<file path="src/rtl/laser_beam_ctrl.sv">
// Per-beam LIT/DECAY/IDLE display controller for the seven laser-harp strings.
// Optional feature macro: LASER_DECAY_EN enables the blinking DECAY state and per-beam counters.
module laser_beam_ctrl #(
  parameter int BEAM_X0     = 40,
  parameter int BEAM_PITCH  = 80,
  parameter int BEAM_W      = 8,
  parameter int BEAM_Y0     = 32,
  parameter int BEAM_Y1     = 448,
  parameter int HOLD_FRAMES = 6
) (
  input  logic       Clk,
  input  logic       Reset,
  input  logic       frame_start,
  input  logic [6:0] beam_hit,
  input  logic [9:0] DrawX,
  input  logic [9:0] DrawY,
  output logic [2:0] palette_index,
  output logic [6:0] beam_visible
);

`ifdef LASER_DECAY_EN
  typedef enum logic [1:0] {S_IDLE, S_LIT, S_DECAY} beam_state_e;
  logic [7:0] cnt_q [7];
  logic [7:0] cnt_d [7];
`else
  typedef enum logic {S_IDLE, S_LIT} beam_state_e;
  logic unused_hold;
  assign unused_hold = (HOLD_FRAMES != 0);
`endif

  beam_state_e state_q [7];
  beam_state_e state_d [7];
  logic [6:0]  vis_q, vis_d;
  logic [2:0]  pal_q, pal_d;
  logic [10:0] x11, y11, col_lo;
  logic        y_in;

  // Beam state machines advance only on frame_start; visibility follows the post-transition state.
  always_comb begin
    vis_d = vis_q;
    for (int unsigned i = 0; i < 7; i++) begin
      state_d[i] = state_q[i];
`ifdef LASER_DECAY_EN
      cnt_d[i] = cnt_q[i];
`endif
      if (frame_start) begin
        if (beam_hit[i]) begin
          state_d[i] = S_LIT;
`ifdef LASER_DECAY_EN
          cnt_d[i] = '0;
`endif
        end else if (state_q[i] == S_LIT) begin
`ifdef LASER_DECAY_EN
          if (HOLD_FRAMES == 0) begin
            state_d[i] = S_IDLE;
          end else begin
            state_d[i] = S_DECAY;
            cnt_d[i]   = 8'(HOLD_FRAMES);
          end
        end else if (state_q[i] == S_DECAY) begin
          if (cnt_q[i] == 8'd1) begin
            state_d[i] = S_IDLE;
            cnt_d[i]   = '0;
          end else begin
            cnt_d[i] = cnt_q[i] - 8'd1;
          end
`else
          state_d[i] = S_IDLE;
`endif
        end
        if (state_d[i] == S_LIT) begin
          vis_d[i] = 1'b1;
`ifdef LASER_DECAY_EN
        end else if (state_d[i] == S_DECAY) begin
          vis_d[i] = cnt_d[i][0];
`endif
        end else begin
          vis_d[i] = 1'b0;
        end
      end
    end
  end

  // Pixel ownership test in 11-bit unsigned so column bounds cannot wrap.
  always_comb begin
    x11    = {1'b0, DrawX};
    y11    = {1'b0, DrawY};
    y_in   = (y11 >= 11'(BEAM_Y0)) && (y11 < 11'(BEAM_Y1));
    col_lo = '0;
    pal_d  = '0;
    for (int unsigned i = 0; i < 7; i++) begin
      col_lo = 11'(BEAM_X0 + i * BEAM_PITCH);
      if (y_in && vis_q[i] && (x11 >= col_lo) && (x11 < col_lo + 11'(BEAM_W))) begin
        pal_d = 3'(i + 1);
      end
    end
  end

  always_ff @(posedge Clk) begin
    if (Reset) begin
      for (int unsigned i = 0; i < 7; i++) begin
        state_q[i] <= S_IDLE;
`ifdef LASER_DECAY_EN
        cnt_q[i] <= '0;
`endif
      end
      vis_q <= '0;
      pal_q <= '0;
    end else begin
      for (int unsigned i = 0; i < 7; i++) begin
        state_q[i] <= state_d[i];
`ifdef LASER_DECAY_EN
        cnt_q[i] <= cnt_d[i];
`endif
      end
      vis_q <= vis_d;
      pal_q <= pal_d;
    end
  end

  assign palette_index = pal_q;
  assign beam_visible  = vis_q;

endmodule

</file>
<file path="config.mk">
export PLATFORM = sky130hd
export DESIGN_NAME = laser_beam_ctrl
export DESIGN_NICKNAME = d
export VERILOG_FILES = /design/src/rtl/laser_beam_ctrl.sv
export SDC_FILE = /design/constraint.sdc
export NUM_CORES = 1
export LEC_CHECK = 0
export ABC_CLOCK_PERIOD_IN_PS = 3020
export CORE_AREA = 3 3 40 42
export DETAILED_ROUTE_END_ITERATION = 12
export DIE_AREA = 0 0 43 45
export DONT_BUFFER_PORTS = 1
export GPL_ROUTABILITY_DRIVEN = 0
export GPL_TIMING_DRIVEN = 0
export REMOVE_ABC_BUFFERS = 1
export SLEW_MARGIN = 30
export SYNTH_ARGS = -nofsm -noshare
export SYNTH_HDL_FRONTEND = slang
export SYNTH_SLANG_ARGS = --single-unit
export TNS_END_PERCENT = 30
</file>
<file path="constraint.sdc">
create_clock -name Clk -period 3.02 [get_ports Clk]
set_clock_uncertainty 0.1 [all_clocks]
set_input_delay 0.604 -clock Clk [delete_from_list [all_inputs] [get_ports Clk]]
set_output_delay 0.604 -clock Clk [all_outputs]
set_load 0.005 [all_outputs]
</file>
==> results by group <==
Final layout
  – Total area of sequential cells: 200 um2
  – Commonest non-fill, non-tap cell in the layout: dfxtp_1
  – Area grow syn2layout: 6.19%
  – Non-filler instance count after layout: 66
  – Layout cells sized above 1: 17.6%
  – Post-route cell area: 537 um2
  – Commonest non-fill, non-tap cells in the layout: 10 x dfxtp_1, 7 x mux2i_1, 7 x nor2_1
  – Layout Nets: 83
  – Fillers: 135
  – Area of the multi-input gates: 292 um2
  – # diodes: 0

Synth
  – Largest cells by area after synthesis: dfxtp_1 40%, mux2i_1 14%, and4bb_2 7.4%, nor2_1 5.2%, a31oi_1 3.7%
  – Synthesis-stage register bit count: 10
  – YS warnings: 0
  – Yosys top cell by area: dfxtp_1
  – Sequential area share after synthesis: 39.6%
  – Simple-gate area share of the yosys netlist: 36.4%
  – Largest family of logic cells by synthesized area: simple AND/OR/NAND/NOR gates
  – Post-Synth Adder-Cell Area: 0%
  – Synth Area in Compound Gates: 7.43%
  – Synth Cell Area: 505 um2
  – Top cell type's share of synthesized area: 39.6%
  – Netlist cell types: 21
  – Synth Area in XOR/XNOR: 0%
  – Post-synthesis mux area share: 13.9%
  – Post-Syn Area per Cell: 10.1 um2
  – Cells after Synth: 50

Floorplanning
  – Row cnt: 13
  – Die area: 1940 um2
  – Core Region: 1280 um2
  – Die H: 45 um
  – # IOs: 40
  – Starting Density: 39.3%
  – Die X-Extent: 43 um

Clock tree
  – Clock tree sinks: 10
  – CTS resizes: 0
  – Post-CTS Hold Buffers: 0
  – Clk_lat worst skew: 0.26 ns
  – Post-CTS Setup Bufs: 0
  – # H-tree levels: 1
  – CTS tree: built
  – Worst-path clk slew: 0.06 ns
  – Bufs on Longest Clock Path: 2
  – Clock root buffer: clkbuf_4
  – Total CTS buffers: 3

Critical path
  – Critical Path RT: 2.32 ns
  – Reg-to-reg startpoint: beam_visible[5]$_SDFFE_PP0P_
  – Data arrival, critical path: 0.65 ns
  – CP Launch Point: beam_visible[5]$_SDFFE_PP0P_
  – Crit path kind: reg -> out
  – Worst path depth: 0
  – Critical-path maximum fanout: 4
  – Reg2reg end: palette_index[1]$_SDFF_PP0_
  – CP Capture Type: output pin
  – CP Capture Point: beam_visible[5]
  – Startpoint class of the critical path: register
  – Reg2reg path depth: 3
  – R2R Setup Slk: 1.94 ns

Power and ir drop
  – Power Total: 0.000246 W
  – Peak VDD IR: 0.254 mV
  – PwrDens: 458 nW/um2
  – Static Leak: 0.207 nW

Timing
  – Tmin final: 1.35 ns
  – Final period util: 44.7%
  – Headroom to the max-slew limit: 83.9%
  – Setup_tns: 0 ns
  – Max Freq: 741 MHz
  – Setup-failing EPs final: 0
  – Hold Vio Cnt, Final: 0
  – Worst-margin pin slew: 0.240 ns
  – Max Slew Vio Count: 0
  – RSZ-0062 raised after global routing: no

Routing
  – DR iter-0 viols: 5
  – Final wirelength: 1.13 mm
  – DRT met1 WL: 429 um
  – Routed wl met3: 158 um
  – WL/cell: 17.1 um
  – Vias post-DR: 412
  – Routed vias/inst: 6.24
  – DR DRC count: 0
  – ANT nets after route: 0
  – Uppermost routed layer: met4
  – Met2 wire length: 526 um
  – DRT Pass-1 Iters: 2

Job
  – Total of max-cap violations: 0

GRT
  – Congestion Overflow GR: 0
  – Largest net degree at the start of global routing: 9
  – First-pass GRT wire length: 1.83 mm
  – Initial antenna violation count: 0
  – Gr usage total: 12.8%
  – Vias in the first global route: 387

Run status
  – Status: finished, final reports clean

Place
  – Placed Area: 514 um2
  – Input/output buffers: 0
  – Placed insts: 63

Worst hold path
  – HP Class: in -> reg
## kinds of logic (layout without fill, tap and decap cells)
group / count (synthesis) / after routing
multiplexers: 7 / 7
AO/OA/AOI/OAI: 6 / 6
buffers and inverters: 3 / 4
AND/OR/NAND/NOR: 24 / 24
flip-flops: 10 / 10
## registers in the layout (all words and copies together) (netlist names)
register       count
palette_index      3
beam_visible       7
## metal layers
layer  up-vias  track usage (%)
li1        197                -
met1       187             14.0
met2        24             19.2
met3         4             9.16
met4         0             5.42
met5         -                0
## synthesized netlist by cell type
master     count
and4b_1        1
nand3_2        1
and4bb_2       3
and3b_1        2
nor4b_2        1
dfxtp_1       10
o21ai_0        1
a31oi_1        3
nand3_1        1
nand4b_1       2
nor4_2         1
o2111ai_1      1
nor2_1         7
and3_1         1
nand2_1        1
or4_1          1
mux2i_1        7
inv_1          1
nor3b_1        2
buf_2          2
o21ai_1        1
## worst min path at each step
stage,start,endpoint,slack (ns),depth (start not counted)
floorplan,beam_visible[3]$_SDFFE_PP0P_,beam_visible[3]$_SDFFE_PP0P_,0.40,2
global placement,beam_visible[3]$_SDFFE_PP0P_,beam_visible[3]$_SDFFE_PP0P_,0.43,2
detailed placement,beam_visible[1]$_SDFFE_PP0P_,beam_visible[1]$_SDFFE_PP0P_,0.44,2
CTS,Reset,beam_visible[1]$_SDFFE_PP0P_,0.30,1
global route,Reset,beam_visible[1]$_SDFFE_PP0P_,0.30,1
finish,Reset,beam_visible[1]$_SDFFE_PP0P_,0.31,1
## where the power goes
| group | internal [W] | switching (W) |
|---|---|---|
| combinational | 0.0000112 | 0.00000474 |
| clock | 0.0000458 | 0.0000413 |
| sequential | 0.000138 | 0.00000526 |
## stage by stage
| step | worst slack, ns | hold WS (ns) | util (%) |
|---|---|---|---|
| 6_report | 1.67 | 0.307 | 41.8 |
| 5_1_grt | 1.64 | 0.300 | 41.8 |
| 4_1_cts | 1.66 | 0.303 | 41.8 |
| 3_5_place_dp | 1.50 | 0.436 | 40.0 |
| 3_3_place_gp | 1.51 | 0.426 | 40.0 |
| 2_1_floorplan | 1.53 | 0.399 | - |
## cell type report
cell class | count | share of cell area [%]
sequential | 10 | 37.3
clock buffer | 3 | 4.20
tap | 15 | 3.50
inverter | 1 | 0.699
multi-input combinational | 37 | 54.3
Note: power is estimated with default switching activity, not from simulation.
